[config.mk]
export PLATFORM = sky130hd
export DESIGN_NAME = reg_write_arbiter
export DESIGN_NICKNAME = d
export VERILOG_FILES = /design/src/rtl/general_defs_pkg.sv /design/src/rtl/reg_write_slot.sv /design/src/rtl/reg_write_arbiter.sv
export SDC_FILE = /design/constraint.sdc
export NUM_CORES = 1
export LEC_CHECK = 0
export CAP_MARGIN = 20
export CORE_UTILIZATION = 50
export CTS_CLUSTER_SIZE = 20
export DETAILED_ROUTE_END_ITERATION = 12
export PLACE_DENSITY = 0.86
export SLEW_MARGIN = 20
export SYNTH_ARGS = -nofsm -noshare
export SYNTH_HDL_FRONTEND = slang
export SYNTH_HIERARCHICAL = 1
export SYNTH_SLANG_ARGS = --single-unit
[constraint.sdc]
create_clock -name clk_i -period 3.83 [get_ports clk_i]
set_input_delay 0.5745 -clock clk_i [delete_from_list [all_inputs] [get_ports clk_i]]
set_output_delay 0.5745 -clock clk_i [all_outputs]
set_load 0.01 [all_outputs]
[src/rtl/general_defs_pkg.sv]
// Shared definitions for the register-file write path: default widths and
// the round-robin grant state used by reg_write_arbiter.
package general_defs;

  localparam int unsigned ADDR_WIDTH = 4;
  localparam int unsigned WORD       = 32;

  typedef enum logic {
    LAST_ALU = 1'b0,
    LAST_MEM = 1'b1
  } grant_state_t;

endpackage

[src/rtl/reg_write_slot.sv]
// One-entry holding slot for a single writeback requester. The slot refills
// in the same cycle it is granted, so a lone requester sustains one write per cycle.
module reg_write_slot #(
  parameter int unsigned ADDR_WIDTH = general_defs::ADDR_WIDTH,
  parameter int unsigned WORD       = general_defs::WORD
) (
  input  logic                  clk_i,
  input  logic                  rst_i,
  input  logic                  valid_i,
  output logic                  ready_o,
  input  logic [ADDR_WIDTH-1:0] addr_i,
  input  logic [WORD-1:0]       data_i,
  input  logic                  grant_i,
  input  logic                  age_i,
  output logic                  load_o,
  output logic                  full_o,
  output logic [ADDR_WIDTH-1:0] addr_o,
  output logic [WORD-1:0]       data_o,
  output logic                  age_o
);

  assign ready_o = !rst_i && (!full_o || grant_i);
  assign load_o  = valid_i && ready_o;

  always_ff @(posedge clk_i) begin
    if (rst_i) begin
      full_o <= 1'b0;
      addr_o <= '0;
      data_o <= '0;
      age_o  <= 1'b0;
    end else begin
      age_o <= age_i;
      if (load_o) begin
        full_o <= 1'b1;
        addr_o <= addr_i;
        data_o <= data_i;
      end else if (grant_i) begin
        full_o <= 1'b0;
      end
    end
  end

endmodule

[src/rtl/reg_write_arbiter.sv]
// Merges ALU and load-return writebacks onto the single register-file write
// port: round-robin between slots, oldest-first when both target one register.
module reg_write_arbiter
  import general_defs::grant_state_t, general_defs::LAST_ALU, general_defs::LAST_MEM;
#(
  parameter int unsigned ADDR_WIDTH = general_defs::ADDR_WIDTH,
  parameter int unsigned WORD       = general_defs::WORD
) (
  input  logic                     clk_i,
  input  logic                     rst_i,
  input  logic                     alu_valid_i,
  output logic                     alu_ready_o,
  input  logic [ADDR_WIDTH-1:0]    alu_addr_i,
  input  logic [WORD-1:0]          alu_data_i,
  input  logic                     mem_valid_i,
  output logic                     mem_ready_o,
  input  logic [ADDR_WIDTH-1:0]    mem_addr_i,
  input  logic [WORD-1:0]          mem_data_i,
  output logic                     write_en_o,
  output logic [ADDR_WIDTH-1:0]    write_addr_o,
  output logic [WORD-1:0]          write_data_o,
  output logic [2**ADDR_WIDTH-1:0] pending_mask_o,
  output logic                     idle_o
);

  grant_state_t          state_q;
  logic                  alu_full, mem_full;
  logic [ADDR_WIDTH-1:0] alu_addr_q, mem_addr_q;
  logic [WORD-1:0]       alu_data_q, mem_data_q;
  logic                  alu_age, mem_age, alu_age_n, mem_age_n;
  logic                  alu_load, mem_load;
  logic                  grant_alu, grant_mem;

  reg_write_slot #(.ADDR_WIDTH(ADDR_WIDTH), .WORD(WORD)) u_alu_slot (
    .clk_i   (clk_i),
    .rst_i   (rst_i),
    .valid_i (alu_valid_i),
    .ready_o (alu_ready_o),
    .addr_i  (alu_addr_i),
    .data_i  (alu_data_i),
    .grant_i (grant_alu),
    .age_i   (alu_age_n),
    .load_o  (alu_load),
    .full_o  (alu_full),
    .addr_o  (alu_addr_q),
    .data_o  (alu_data_q),
    .age_o   (alu_age)
  );

  reg_write_slot #(.ADDR_WIDTH(ADDR_WIDTH), .WORD(WORD)) u_mem_slot (
    .clk_i   (clk_i),
    .rst_i   (rst_i),
    .valid_i (mem_valid_i),
    .ready_o (mem_ready_o),
    .addr_i  (mem_addr_i),
    .data_i  (mem_data_i),
    .grant_i (grant_mem),
    .age_i   (mem_age_n),
    .load_o  (mem_load),
    .full_o  (mem_full),
    .addr_o  (mem_addr_q),
    .data_o  (mem_data_q),
    .age_o   (mem_age)
  );

  always_comb begin
    grant_alu = 1'b0;
    grant_mem = 1'b0;
    if (alu_full && mem_full) begin
      if (alu_addr_q == mem_addr_q) begin
        grant_alu = alu_age;
        grant_mem = !alu_age;
      end else begin
        grant_alu = (state_q == LAST_MEM);
        grant_mem = (state_q == LAST_ALU);
      end
    end else begin
      grant_alu = alu_full;
      grant_mem = mem_full;
    end
  end

  // Age bit set means "older than the other slot's entry"; it is only
  // meaningful while both slots are full, so an entry loaded beside a held
  // entry is younger, and simultaneous loads make the ALU entry older.
  always_comb begin
    alu_age_n = alu_age;
    mem_age_n = mem_age;
    if (alu_load && mem_load) begin
      alu_age_n = 1'b1;
      mem_age_n = 1'b0;
    end else if (alu_load) begin
      alu_age_n = !(mem_full && !grant_mem);
      mem_age_n = mem_full && !grant_mem;
    end else if (mem_load) begin
      alu_age_n = alu_full && !grant_alu;
      mem_age_n = !(alu_full && !grant_alu);
    end
  end

  always_ff @(posedge clk_i) begin
    if (rst_i) begin
      state_q      <= LAST_ALU;
      write_en_o   <= 1'b0;
      write_addr_o <= '0;
      write_data_o <= '0;
    end else begin
      if (grant_alu) begin
        state_q      <= LAST_ALU;
        write_en_o   <= 1'b1;
        write_addr_o <= alu_addr_q;
        write_data_o <= alu_data_q;
      end else if (grant_mem) begin
        state_q      <= LAST_MEM;
        write_en_o   <= 1'b1;
        write_addr_o <= mem_addr_q;
        write_data_o <= mem_data_q;
      end else begin
        write_en_o <= 1'b0;
      end
    end
  end

  always_comb begin
    pending_mask_o = '0;
    if (alu_full)   pending_mask_o[alu_addr_q]   = 1'b1;
    if (mem_full)   pending_mask_o[mem_addr_q]   = 1'b1;
    if (write_en_o) pending_mask_o[write_addr_o] = 1'b1;
  end

  assign idle_o = !(alu_full || mem_full || write_en_o);

endmodule

### Yosys cells after proc, flatten, opt, wreduce, memory -nomap -nowiden

Cells that the tools add are included.

| word-level totals | value |
|---|---|
| flip-flop bits (word level) | 113 |
| bits in latches | 0 |
| RAM bits | 0 |
| bits in read-only memories | 0 |
| input bits | 76 |
| output and inout bits | 56 |
| logic and storage cells | 75 |
| memories kept | 0 |

| operators by class | value |
|---|---|
| add/subtract/negate cells | 0 |
| multiply operators | 0 |
| divide/modulo/power cells | 0 |
| magnitude comparators | 6 |
| equal/unequal tests | 1 |
| shifts and indexed selects | 0 |
| mux-type cells | 26 |
| bitwise operators | 3 |
| reductions and logical operators | 28 |

Operator list:

| operator | count |
|---|---|
| 32-bit two-way mux | 2 |
| 16-bit two-way mux | 3 |
| 16-bit OR | 2 |
| 1-bit two-way mux | 16 |
| 4-bit by 5-bit < comparator with 1-bit output (second input constant) | 3 |
| 1-bit demux with 4-bit select | 3 |
| 4-bit by 1-bit >= comparator with 1-bit output (second input constant) | 3 |
| 1-bit logical AND | 11 |
| 1-bit zero test | 8 |
| 4-bit two-way mux | 2 |
| 2-bit nonzero test | 3 |
| 4-bit == test | 1 |
| 1-bit logical OR | 4 |
| 3-bit nonzero test | 1 |
| 2-bit OR reduction | 1 |
| 1-bit inverter | 1 |

### Depth between registers and ports, before layout

| depth | value |
|---|---|
| depth in word-level cells | 9 |
| depth in mapped cells | 14 |
| gate-level depth less buffers | 12 |

### Cells and area by module

The synthesis kept the hierarchy.

Modules (own cells, without submodules):

| module | instances | cells an instance | area an instance (µm²) | sequential area each (µm²) |
|---|---|---|---|---|
| reg_write_arbiter | 1 | 440 | 3641.0 | 760.7 |
| reg_write_slot | 2 | 165 | 1734.2 | 760.7 |

### Worst setup path before layout

Ideal clock, no wire load.

| path | value |
|---|---|
| kind | reg-to-reg |
| from | reg u_alu_slot.addr_o[0] |
| to | reg u_alu_slot.age_o |
| library setup time | 123 ps |
| data arrival time | 2704 ps |
| required time | 3707 ps |
| path slack | 1003 ps |
| stages on the path, launching flop included | 14 |
| buffers on the path | 1 |
| clock period less this slack | 2827 ps |
| cell sequence | dfxtp_1 -> buf_6 -> xor2_1 -> o41ai_1 -> o21ai_0 -> a21oi_1 -> nor2b_4 -> nor2_1 -> and2_1 -> inv_1 -> nor3_1 -> a21oi_1 -> o22a_1 -> nor2b_1 |

| on the way | value |
|---|---|
| word-level cells in the longest chain between the ends | 8 |
| elaborated cells between the ends (all ways) | 21 |
| classes of those cells | eq/ne (1); mux (7); reduce/logical (13) |

Ends and longest elaborated chain:

| element | RTL line | RTL |
|---|---|---|
| start, declared | reg_write_slot.sv:17 | `output logic [ADDR_WIDTH-1:0] addr_o,` |
| start signal, assigned | reg_write_slot.sv:35 | `addr_o <= addr_i;` |
| 4-bit == test * | reg_write_arbiter.sv:70 | `if (alu_addr_q == mem_addr_q) begin` |
| 1-bit two-way mux * | reg_write_arbiter.sv:70 |  |
| 1-bit two-way mux * | reg_write_arbiter.sv:69 | `if (alu_full && mem_full) begin` |
| via grant_alu | reg_write_arbiter.sv:32 | `logic grant_alu, grant_mem;` |
| 1-bit logical OR * | reg_write_slot.sv:22 | `assign ready_o = !rst_i && (!full_o \|\| grant_i);` |
| 1-bit logical AND * | reg_write_slot.sv:22 |  |
| via alu_ready_o | reg_write_arbiter.sv:12 | `output logic alu_ready_o,` |
| 1-bit logical AND * | reg_write_slot.sv:23 | `assign load_o = valid_i && ready_o;` |
| via alu_load | reg_write_arbiter.sv:31 | `logic alu_load, mem_load;` |
| 1-bit two-way mux / 1-bit logical AND (equally long branches) | reg_write_arbiter.sv:92, reg_write_arbiter.sv:89 |  |
| 1-bit two-way mux * | reg_write_arbiter.sv:89 | `if (alu_load && mem_load) begin` |
| via alu_age_n | reg_write_arbiter.sv:30 | `logic alu_age, mem_age, alu_age_n, mem_age_n;` |
| end signal, assigned | reg_write_slot.sv:32 | `age_o <= age_i;` |
| end, declared | reg_write_slot.sv:19 | `output logic age_o` |

Mark *: on every way through the listed nets, which the timed path passes. The rest lies on a longest branch. The select of a mux whose other input is x is not followed.
A chain may end at the register's enable or synchronous reset.

### Worst setup path in the final report

| path | value |
|---|---|
| from | reg u_mem_slot.addr_o[3] |
| to | out mem_ready_o |

| on the way | value |
|---|---|
| word-level cells in the longest chain between the ends | 5 |

Ends and longest elaborated chain:

| element | RTL line | RTL |
|---|---|---|
| start, declared | reg_write_slot.sv:17 |  |
| start signal, assigned | reg_write_slot.sv:35 |  |
| 4-bit == test | reg_write_arbiter.sv:70 |  |
| 1-bit two-way mux | reg_write_arbiter.sv:70 |  |
| 1-bit two-way mux | reg_write_arbiter.sv:69 |  |
| via grant_mem | reg_write_arbiter.sv:32 |  |
| 1-bit logical OR | reg_write_slot.sv:22 |  |
| 1-bit logical AND | reg_write_slot.sv:22 |  |
| end, declared | reg_write_arbiter.sv:16 | `output logic mem_ready_o,` |

The timed path passes the listed nets, and every way through them passes these cells.

==> flow_summary.json <==
{
  "setup_slack_ps": 139,
  "gp_congestion": 0.888,
  "viasPerCell": 5.80,
  "report.power.total_w": 0.00398,
  "place_ws_ps": 559,
  "die_h_um": 121,
  "min_period_ps": 3690,
  "maxSlewHeadroom_pct": 33.0,
  "row_count": 43,
  "outcome": "completed",
  "cts_htree_levels": 4,
  "hp-class": "in -> reg",
  "start_kind": "flip-flop",
  "wire_per_inst_um": 17.9,
  "required_ps": 3260,
  "via_count": 6103,
  "min_path_cells": 2,
  "drc": 0,
  "synth_cells": 766,
  "grt_pass1_wl_mm": 30.4,
  "internal-power_w": 0.00294,
  "powerDensity_nw_per_um2": 443,
  "cts_made_buffers": 17,
  "finalSetupTns_ps": 0,
  "dp_hpwl_mm": 11.3,
  "switchingPower_w": 0.00104,
  "seqPwrFrac_pct": 34.6,
  "rsz0062_at_grt": "no",
  "port_buffers": 131,
  "synth_warnings": 6,
  "power_frac_comb_pct": 19.1,
  "worst_pin_slew_ps": 1000,
  "core-area_um2": 13800,
  "grt_pass1_vias": 6099,
  "postCtsSetupRepairBufs": 0,
  "slew_violations": 0,
  "r2r_cells": 12,
  "clock.fmax_ghz": 0.271,
  "clock_skew_ps": 8.94,
  "clk_pin_slew_worst_paths_ps": 60,
  "dieWidth_um": 121,
  "layout_common_cells": "nand2b_1 (146), clkdlybuf4s50_1 (130), dfxtp_1 (111)",
  "cpMaxStageDelayCell": "or4_2",
  "syn_area_um2": 7070,
  "crit_arrival_ps": 3120,
  "swShare_pct": 26.2,
  "clk_path_buf_depth": 2,
  "grt_use_met3_pct": 5.22,
  "cp_slowest_stage_delay_ps": 640,
  "grt_use_met2_pct": 45.0,
  "drtIter0Drc": 396,
  "routed_wl_mm": 18.9,
  "overflow": 0,
  "cts_num_sinks": 113,
  "r2r_slack_ps": 950,
  "start_util_pct": 51.1,
  "die_area_um2": 14600,
  "hold_viol": 0,
  "finalSetupViolations": 0,
  "cts_resized": 0,
  "grt_max_degree": 96,
  "p_clk_share_pct": 46.3,
  "antenna_left": 0,
  "busiest_layer": "met2",
  "antenna_found_initial": 1,
  "path_class": "reg -> out",
  "hp-start": "rst_i",
  "syn_nets": 842,
  "crit_path_end_kind": "primary output",
  "max-cap-violations": 0,
  "gr-usage-all-layers_pct": 26.3,
  "cts-root-buf": "clkbuf_16",
  "cts_tree": "built",
  "avgSynthCellArea_um2": 9.23,
  "worstSkewPairLatency_ps": 420,
  "final_common_cell": "nand2b_1",
  "final_nets": 935,
  "r2r-end": "u_alu_slot/age_o",
  "fillers": 1102,
  "p_leak_nw": 3.40,
  "drive_gt1_share_pct": 13.8,
  "path_cells": "xor2_1, or4_2, o21ai_0, o21a_1, nor2b_4, nor2_1, clkdlybuf4s50_1",
  "ir_drop_v": 0.000298,
  "hold_end": "write_data_o[23]",
  "r2r-start": "u_mem_slot/addr_o[3]",
  "cts.hold.buffers_added": 0,
  "crit_fanout": 11,
  "finalCritPeriodShare_pct": 96.4,
  "ios": 132,
  "first_pass_iters": 5,
  "grtUsageMet1_pct": 32.2,
  "synthToLayoutAreaGrowth_pct": 27.0
}
-- area by class of cell --
type | count | area, um2 | share of cell area, %
clock buffers | 22 | 484 | 5.40
diodes | 1 | 2.50 | 0.0279
flip-flops and latches | 113 | 2260 | 25.2
multi-input cells | 578 | 4330 | 48.2
clock inverters | 10 | 203 | 2.26
well taps | 180 | 225 | 2.51
inverters | 4 | 15.0 | 0.167
repair buffers | 145 | 1450 | 16.2
-- power groups by stage --
stage	Sequential [W]	Clock, W	Combinational (W)
after floorplan	0.00136	0	0.000552
after global placement	0.00139	0	0.000742
after detailed placement	0.00139	0	0.000751
after CTS	0.00137	0.00185	0.000758
after global routing	0.00139	0.00191	0.000812
final	0.00138	0.00184	0.000761
-- metal layers --
layer / vias to the layer above / part of all wire [%]
met3: 38 / 5.7
met1: 2920 / 42
met4: 0 / 1.8
met5: - / 0
li1: 2894 / -
met2: 251 / 50
-- worst max-delay path, delay by kind of cell (launching register included) --
kind / cells / cell delay, ps
simple gates: 3 / 850
compound gates: 2 / 570
buf+inv: 1 / 570
flops: 1 / 550
xor+xnor: 1 / 160
-- through the flow --
stage	area, um2	hold slack, ps	std cells	utilization (%)
3_5_place_dp	8290	499	1020	59.9
4_1_cts	8970	421	1052	64.9
6_report	8970	428	1053	64.9
3_3_place_gp	8290	490	1020	59.9
5_1_grt	8970	441	1053	64.9
2_1_floorplan	7070	445	766	-
-- sequential cells by signal (all words and copies together), names as in the netlist --
register and count:
u_alu_slot/data_o 32, u_mem_slot/data_o 32, write_data_o 32, u_alu_slot/addr_o 4
u_mem_slot/addr_o 4, write_addr_o 4, state_q 1, u_alu_slot/age_o 1
u_alu_slot/full_o 1, u_mem_slot/full_o 1, write_en_o 1
-- worst max-delay path by stage --
stage | startpoint | endpoint | slack [ps]
floorplan | u_alu_slot/addr_o[0] | u_alu_slot/age_o | 1090
global placement | u_mem_slot/addr_o[3] | mem_ready_o | 600
detailed placement | u_mem_slot/addr_o[3] | mem_ready_o | 560
CTS | u_mem_slot/addr_o[3] | mem_ready_o | 130
global route | u_mem_slot/addr_o[3] | mem_ready_o | 5
finish | u_mem_slot/addr_o[3] | mem_ready_o | 140
Power figures use the tool's default switching activity.
